==> config.mk <==
export PLATFORM = sky130hd
export DESIGN_NAME = mul_div_unit_flat
export DESIGN_NICKNAME = d
export VERILOG_FILES = /design/src/rtl/mul_div_unit_if.sv /design/src/rtl/mul_div_unit.sv /design/src/flat_wrapper.sv
export SDC_FILE = /design/constraint.sdc
export NUM_CORES = 1
export LEC_CHECK = 0
export ABC_AREA = 1
export BUFFER_PORTS_ARGS = -buffer_cell sky130_fd_sc_hd__buf_2
export CORE_ASPECT_RATIO = 1.4
export CORE_MARGIN = 2
export CORE_UTILIZATION = 40
export DETAILED_ROUTE_END_ITERATION = 8
export PLACE_DENSITY = 0.6
export SYNTH_ARGS = -nofsm -noshare
export SYNTH_HDL_FRONTEND = slang
export SYNTH_SLANG_ARGS = --single-unit
export TNS_END_PERCENT = 20
==> constraint.sdc <==
create_clock -name clk -period 3.6 [get_ports clk]
set_clock_uncertainty 0.2 [all_clocks]
set_input_delay 0.72 -clock clk [delete_from_list [all_inputs] [get_ports clk]]
set_output_delay 0.72 -clock clk [all_outputs]
set_load 0.1 [all_outputs]
==> src/rtl/mul_div_unit_if.sv <==
// Bus bundle between the pipeline and the MIPS multiply/divide unit.
// The pipeline side uses the master modport; the unit uses the slave modport.
`timescale 1ns/1ps
interface mul_div_unit_if #(parameter int DATA_W = 32);
  logic              start;
  logic [2:0]        op;
  logic [DATA_W-1:0] src_a;
  logic [DATA_W-1:0] src_b;
  logic              mf_req;
  logic              mf_hi;
  logic [DATA_W-1:0] mf_data;
  logic [DATA_W-1:0] hi;
  logic [DATA_W-1:0] lo;
  logic              busy;
  logic              done;
  logic              stall;

  modport master (
    output start, op, src_a, src_b, mf_req, mf_hi,
    input  mf_data, hi, lo, busy, done, stall
  );

  modport slave (
    input  start, op, src_a, src_b, mf_req, mf_hi,
    output mf_data, hi, lo, busy, done, stall
  );
endinterface

==> src/rtl/mul_div_unit.sv <==
// Iterative MIPS multiply/divide unit holding the architectural HI/LO registers.
// Multiplies use a shift-add accumulator and divides a restoring divider, both on
// magnitudes, one bit per clock, followed by a single sign-fix cycle.
// Optional feature macro: MDU_FAST_MUL_EN makes MULT/MULTU single-cycle
// (HI/LO written on the accepting edge); divides stay iterative either way.
`timescale 1ns/1ps
module mul_div_unit #(
  parameter int DATA_W = 32
) (
  input logic           clk,
  input logic           reset,
  mul_div_unit_if.slave bus
);

  localparam int CNT_W = $clog2(DATA_W);
  localparam logic [CNT_W-1:0] LAST_STEP = CNT_W'(DATA_W - 1);
  localparam logic [2:0] OP_MTHI = 3'b100;
  localparam logic [2:0] OP_MTLO = 3'b101;

  typedef enum logic [1:0] {IDLE, RUN, FIX} state_t;

  state_t state, state_next;

  logic [CNT_W-1:0]    counter;
  logic                is_div;
  logic                sign_q;
  logic                sign_r;
  logic                done_q;
  logic [DATA_W-1:0]   hi_q;
  logic [DATA_W-1:0]   lo_q;

  logic [2*DATA_W-1:0] prod;
  logic [DATA_W-1:0]   mcand;
  logic [DATA_W-1:0]   rem;
  logic [DATA_W-1:0]   quot;
  logic [DATA_W-1:0]   divisor;

  logic                accept;
  logic                arith_op;
  logic                signed_op;
  logic                launch_iter;
  logic [DATA_W-1:0]   abs_a;
  logic [DATA_W-1:0]   abs_b;
  logic                new_sign_q;
  logic                new_sign_r;

  logic [DATA_W:0]     mul_sum;
  logic [2*DATA_W-1:0] mul_next;
  logic [DATA_W:0]     div_shift;
  logic                div_ge;
  logic [DATA_W-1:0]   div_diff;

  logic [2*DATA_W-1:0] prod_fixed;
  logic [DATA_W-1:0]   quot_fixed;
  logic [DATA_W-1:0]   rem_fixed;

  // Request decode: requests only count while idle; op[0]=1 marks the unsigned variants.
  assign accept     = bus.start && (state == IDLE);
  assign arith_op   = ~bus.op[2];
  assign signed_op  = ~bus.op[0];
  assign abs_a      = (signed_op && bus.src_a[DATA_W-1]) ? -bus.src_a : bus.src_a;
  assign abs_b      = (signed_op && bus.src_b[DATA_W-1]) ? -bus.src_b : bus.src_b;
  assign new_sign_q = signed_op & (bus.src_a[DATA_W-1] ^ bus.src_b[DATA_W-1]);
  assign new_sign_r = signed_op & bus.src_a[DATA_W-1];

`ifdef MDU_FAST_MUL_EN
  logic                fast_mul;
  logic [2*DATA_W-1:0] fast_prod_mag;
  logic [2*DATA_W-1:0] fast_prod;

  assign fast_mul      = accept && arith_op && !bus.op[1];
  assign launch_iter   = accept && arith_op && bus.op[1];
  assign fast_prod_mag = {{DATA_W{1'b0}}, abs_a} * {{DATA_W{1'b0}}, abs_b};
  assign fast_prod     = new_sign_q ? -fast_prod_mag : fast_prod_mag;
`else
  assign launch_iter = accept && arith_op;
`endif

  // One multiply step: add the multiplicand into the upper half when the low bit is set, then shift right.
  assign mul_sum  = {1'b0, prod[2*DATA_W-1:DATA_W]} + {1'b0, mcand};
  assign mul_next = prod[0] ? {mul_sum, prod[DATA_W-1:1]} : {1'b0, prod[2*DATA_W-1:1]};

  // One restoring-divide step on the 33-bit shifted partial remainder; a zero divisor yields all-ones quotient.
  assign div_shift = {rem, quot[DATA_W-1]};
  assign div_ge    = div_shift >= {1'b0, divisor};
  assign div_diff  = div_shift[DATA_W-1:0] - divisor;

  // Sign correction: quotient/product take sign_q, remainder takes the dividend's sign.
  assign prod_fixed = sign_q ? -prod : prod;
  assign quot_fixed = sign_q ? -quot : quot;
  assign rem_fixed  = sign_r ? -rem : rem;

  // State register.
  always_ff @(posedge clk or negedge reset) begin
    if (!reset) state <= IDLE;
    else        state <= state_next;
  end

  // Next-state logic: IDLE -> RUN on an iterative request, RUN for DATA_W steps, then one FIX cycle.
  always_comb begin
    state_next = state;
    case (state)
      IDLE:    if (launch_iter) state_next = RUN;
      RUN:     if (counter == LAST_STEP) state_next = FIX;
      FIX:     state_next = IDLE;
      default: state_next = IDLE;
    endcase
  end

  // Datapath: HI/LO writes, operand latching, per-step iteration and the final sign-fixed result.
  always_ff @(posedge clk or negedge reset) begin
    if (!reset) begin
      counter <= '0;
      is_div  <= 1'b0;
      sign_q  <= 1'b0;
      sign_r  <= 1'b0;
      done_q  <= 1'b0;
      hi_q    <= '0;
      lo_q    <= '0;
      prod    <= '0;
      mcand   <= '0;
      rem     <= '0;
      quot    <= '0;
      divisor <= '0;
    end else begin
      done_q <= 1'b0;
      if (accept && bus.op == OP_MTHI) hi_q <= bus.src_a;
      if (accept && bus.op == OP_MTLO) lo_q <= bus.src_a;
`ifdef MDU_FAST_MUL_EN
      if (fast_mul) begin
        {hi_q, lo_q} <= fast_prod;
        done_q       <= 1'b1;
      end
`endif
      if (launch_iter) begin
        counter <= '0;
        is_div  <= bus.op[1];
        sign_q  <= new_sign_q;
        sign_r  <= new_sign_r;
        if (bus.op[1]) begin
          rem     <= '0;
          quot    <= abs_a;
          divisor <= abs_b;
        end else begin
          prod  <= {{DATA_W{1'b0}}, abs_b};
          mcand <= abs_a;
        end
      end
      if (state == RUN) begin
        counter <= counter + CNT_W'(1);
        if (is_div) begin
          rem  <= div_ge ? div_diff : div_shift[DATA_W-1:0];
          quot <= {quot[DATA_W-2:0], div_ge};
        end else begin
          prod <= mul_next;
        end
      end
      if (state == FIX) begin
        if (is_div) begin
          hi_q <= rem_fixed;
          lo_q <= quot_fixed;
        end else begin
          {hi_q, lo_q} <= prod_fixed;
        end
        done_q <= 1'b1;
      end
    end
  end

  assign bus.hi      = hi_q;
  assign bus.lo      = lo_q;
  assign bus.done    = done_q;
  assign bus.busy    = (state != IDLE);
  assign bus.stall   = bus.busy & (bus.mf_req | bus.start);
  assign bus.mf_data = bus.mf_hi ? hi_q : lo_q;

endmodule

==> src/flat_wrapper.sv <==
// flat-port wrapper written by rule: the top's interface ports become plain ports
module mul_div_unit_flat 
#(
  parameter int DATA_W = 32
)
  (clk, reset, bus_start, bus_op, bus_src_a, bus_src_b, bus_mf_req, bus_mf_hi, bus_mf_data, bus_hi, bus_lo, bus_busy, bus_done, bus_stall);
  mul_div_unit_if #(.DATA_W(DATA_W)) bus_i ();
  input logic clk;
  input logic reset;
  input wire logic [$bits(bus_i.start)-1:0] bus_start;
  input wire logic [$bits(bus_i.op)-1:0] bus_op;
  input wire logic [$bits(bus_i.src_a)-1:0] bus_src_a;
  input wire logic [$bits(bus_i.src_b)-1:0] bus_src_b;
  input wire logic [$bits(bus_i.mf_req)-1:0] bus_mf_req;
  input wire logic [$bits(bus_i.mf_hi)-1:0] bus_mf_hi;
  output wire logic [$bits(bus_i.mf_data)-1:0] bus_mf_data;
  output wire logic [$bits(bus_i.hi)-1:0] bus_hi;
  output wire logic [$bits(bus_i.lo)-1:0] bus_lo;
  output wire logic [$bits(bus_i.busy)-1:0] bus_busy;
  output wire logic [$bits(bus_i.done)-1:0] bus_done;
  output wire logic [$bits(bus_i.stall)-1:0] bus_stall;
  assign bus_i.start = bus_start;
  assign bus_i.op = bus_op;
  assign bus_i.src_a = bus_src_a;
  assign bus_i.src_b = bus_src_b;
  assign bus_i.mf_req = bus_mf_req;
  assign bus_i.mf_hi = bus_mf_hi;
  assign bus_mf_data = bus_i.mf_data;
  assign bus_hi = bus_i.hi;
  assign bus_lo = bus_i.lo;
  assign bus_busy = bus_i.busy;
  assign bus_done = bus_i.done;
  assign bus_stall = bus_i.stall;
  mul_div_unit #(.DATA_W(DATA_W)) u_core (.clk(clk), .reset(reset), .bus(bus_i));
endmodule
==> impl_metrics.ini <==
[placed_design]
port_buffers = 170
place_hpwl_um = 82100
gp_congestion = 1.02

[finish]
final_core_util_pct = 45.5
multiInputGateArea_um2 = 13800
fillCellCount = 6141
area_growth_pct = 12.1
seq_area_um2 = 6680
layout.nets = 3842
drive_gt1_share_pct = 9.76

[die]
core_area_um2 = 55500
io-pin-count = 171
die_h_um = 285
start_util_pct = 40.6
fp-row-count = 102
dieArea_um2 = 58300
fp.dieW_um = 205

[pwr]
ir_worst_vdd_mv = 1.32
leakage_nw = 12.3
power_density_nw_per_um2 = 1190

[yosys]
synth_area_um2 = 22500
synth-seq-cells = 267
ys_seq_area_share_pct = 29.6
synth.distinct_cells = 57
syn_avg_cell_area_um2 = 6.30
netlist_instances = 3576
synth_top_area_cell = dfrtp_1
yosys-top-cells-area = dfrtp_1, nand2_1, nand3_1
synth-edff-count = 0
synth-async-reset-ratio_pct = 100
synth_fp_nets = 3721
yosys_most_used_dff = dfrtp_1
synth_warnings = 0
yosysTopAreaCellShare_pct = 29.6

[worst_setup_path]
reg2reg_slack_ns = 0.63
critPathMaxFanout = 5
cp-start-kind = flip-flop
setup.worst_path.end_class = flip-flop
worstSetupPathType = reg2reg
crit_arrival_ns = 3.23
cp_data_required_time_ns = 3.86

[hold_path]
hold_path.class = in2reg

[clock_tree]
root_buffer = clkbuf_16
h-tree-depth = 1
cts_buffer_depth = 3
clkTransAtPathRegs_ns = 0.07
clk_latency_ns = 0.61
cts_setup_buffers = 0
ctsResizeCount = 0
tritoncts = yes
numClockSinks = 267
cts_buffers = 31

[timing]
fin_tns_setup_ns = 0
slew_headroom_pct = 38.1
finalMaxSlewViolations = 0
hold_viol_final = 0
fin_crit_ns = 2.97
timing.final.crit_share_pct = 82.5
timing.fmax_mhz = 337
rsz0062_at_grt = false
setup_viol = 0
worst_slew_pin_slew_ns = 0.919
holdWs_ns = 0.247

[grt]
grtUsageMet2_pct = 58.0
use_met3_pct = 4.25
grt_pass1_vias = 24130
grt_antenna_before_repair = 4
gr-total-overflow = 0
grt_first_pass_wirelength_um = 151000
grt_max_degree = 82
grt_usage_pct = 34.4
gr-max-usage-layer = met2
grt_use_met1_pct = 39.0

[route]
drt_wl_total_um = 102000
via_count = 25260
drtIter0Drc = 2309
wire_per_inst_um = 22.9
postRouteAntennaNets = 0
drc_errors = 0
drtPass1Iterations = 5
via_per_inst = 5.68

[status]
outcome = finished clean

[job]
drv_cap = 0
[report_power, final]
| part | internal, mW | leakage (nW) | switching, mW | total, mW |
|---|---|---|---|---|
| Combinational | 5.32 | 8.62 | 15.3 | 20.6 |
| Clock | 1.78 | 0.496 | 1.40 | 3.19 |
| Sequential | 4.47 | 3.23 | 1.90 | 6.37 |
| Total | 11.6 | 12.3 | 18.6 | 30.2 |
[per-layer routing]
| layer | part of all wire (%) | wire (um) |
|---|---|---|
| met1 | 37 | 37400 |
| met4 | 9.5 | 9650 |
| met3 | 5.9 | 6020 |
| met2 | 48 | 49000 |
| met5 | 0.028 | 29 |
[state kept, by name, summed over array words and instances (netlist names), 2 cells and up]
name and flops:
u_core.prod 64, u_core.bus.hi 32, u_core.bus.lo 32, u_core.divisor 32, u_core.mcand 32, u_core.quot 32, u_core.rem 32, u_core.counter 5
u_core.state 2
[worst paths after layout]
check | cells past startpoint | from | to
max in group asynchronous | 3 | reset | u_core.quot[20]
setup / recovery | 13 | u_core.quot[0] | u_core.bus.lo[20]
hold reg to reg | 2 | u_core.divisor[20] | u_core.divisor[20]
min in group asynchronous | 2 | reset | u_core.divisor[30]
setup reg to reg | 13 | u_core.quot[0] | u_core.bus.lo[20]
hold / removal | 3 | bus_src_b[0] | u_core.prod[0]
[cells in the final DEF, fill, tap and decap left out, drive strengths merged, types with 5 or more instances in the layout]
cell and instances:
xor2 69, nand2 976, buf 231, xnor2 6
or2 11, a22oi 14, o22ai 30, a21o 9
o21ai 351, nand4 80, nor2 357, ha 71
a21oi 288, clkbuf 43, dfrtp 267, o31ai 17
nand3b 9, clkinv 9, nor3 52, nand3 366
o21bai 5, inv 392, nor4 8, o211ai 29
mux2 5
[layout make-up]
| type | instances | share of cell area (%) |
|---|---|---|
| Antenna cell | 2 | 0.0198 |
| Clock buffer | 43 | 3.49 |
| Clock inverter | 14 | 0.485 |
| Inverter | 390 | 5.80 |
| Multi-Input combinational cell | 2775 | 54.5 |
| Sequential cell | 267 | 26.4 |
| Tap cell | 728 | 3.60 |
| Timing Repair Buffer | 232 | 5.65 |
[what timing repair did]
item,in CTS,in global routing
hold endpoints to repair,61,0
setup endpoints to repair,0,0
hold buffers,1,0
[through the flow]
step / power, mW / instances / cell area [um2] / worst slack (ns)
after floorplan: 20.4 / 3576 / 22500 / -0.489
after global placement: 26.6 / 4391 / 24300 / 0.579
after detailed placement: 26.6 / 4391 / 24300 / 0.592
after CTS: 29.9 / 4449 / 25300 / 0.717
after global routing: 32.2 / 4449 / 25300 / 0.566
final: 30.2 / 4451 / 25300 / 0.631
[cells in the mapped netlist (all sizes together) (2+ instances only)]
cell type / instances
xor2: 69
nand4: 80
and2: 2
nor2: 357
or2: 11
a22oi: 14
nand3b: 9
inv: 390
xnor2: 6
mux2: 5
o31ai: 17
o21bai: 5
a21oi: 288
fa: 2
a21o: 9
buf: 69
o22ai: 30
o21ai: 351
o21a: 4
nor3b: 2
o211ai: 29
nand3: 366
ha: 71
nand2: 976
dfrtp: 267
a31oi: 3
o32ai: 2
o311ai: 2
nor3: 52
nor4: 8
clkbuf: 75
[cell families (layout without fill, tap and decap cells)]
kind of cell | Yosys count | count (layout) | synth area share (%)
AO/OA/AOI/OAI | 757 | 757 | 18.1
XOR/XNOR | 75 | 75 | 2.91
adder cells (fa/ha/maj) | 73 | 73 | 4.12
buffers and inverters | 534 | 679 | 9.34
flip-flops | 267 | 267 | 29.6
multiplexers | 6 | 6 | 0.294
other | 0 | 2 | 0
AND/OR/NAND/NOR | 1864 | 1864 | 35.6
[critical path: stages, from the launching register on]
cell and delay, ns:
dfrtp_1 0.41, inv_1 0.14, ha_1 0.19, nand3_1 0.16, nor2_2 0.27, nand2_1 0.14, nor2_1 0.18, nand2_1 0.09
nand2_1 0.09, nand2_1 0.06, nand3_1 0.28, o21ai_0 0.20, nand2_1 0.26, o211ai_1 0.14
Power figures use the tool's default switching activity.
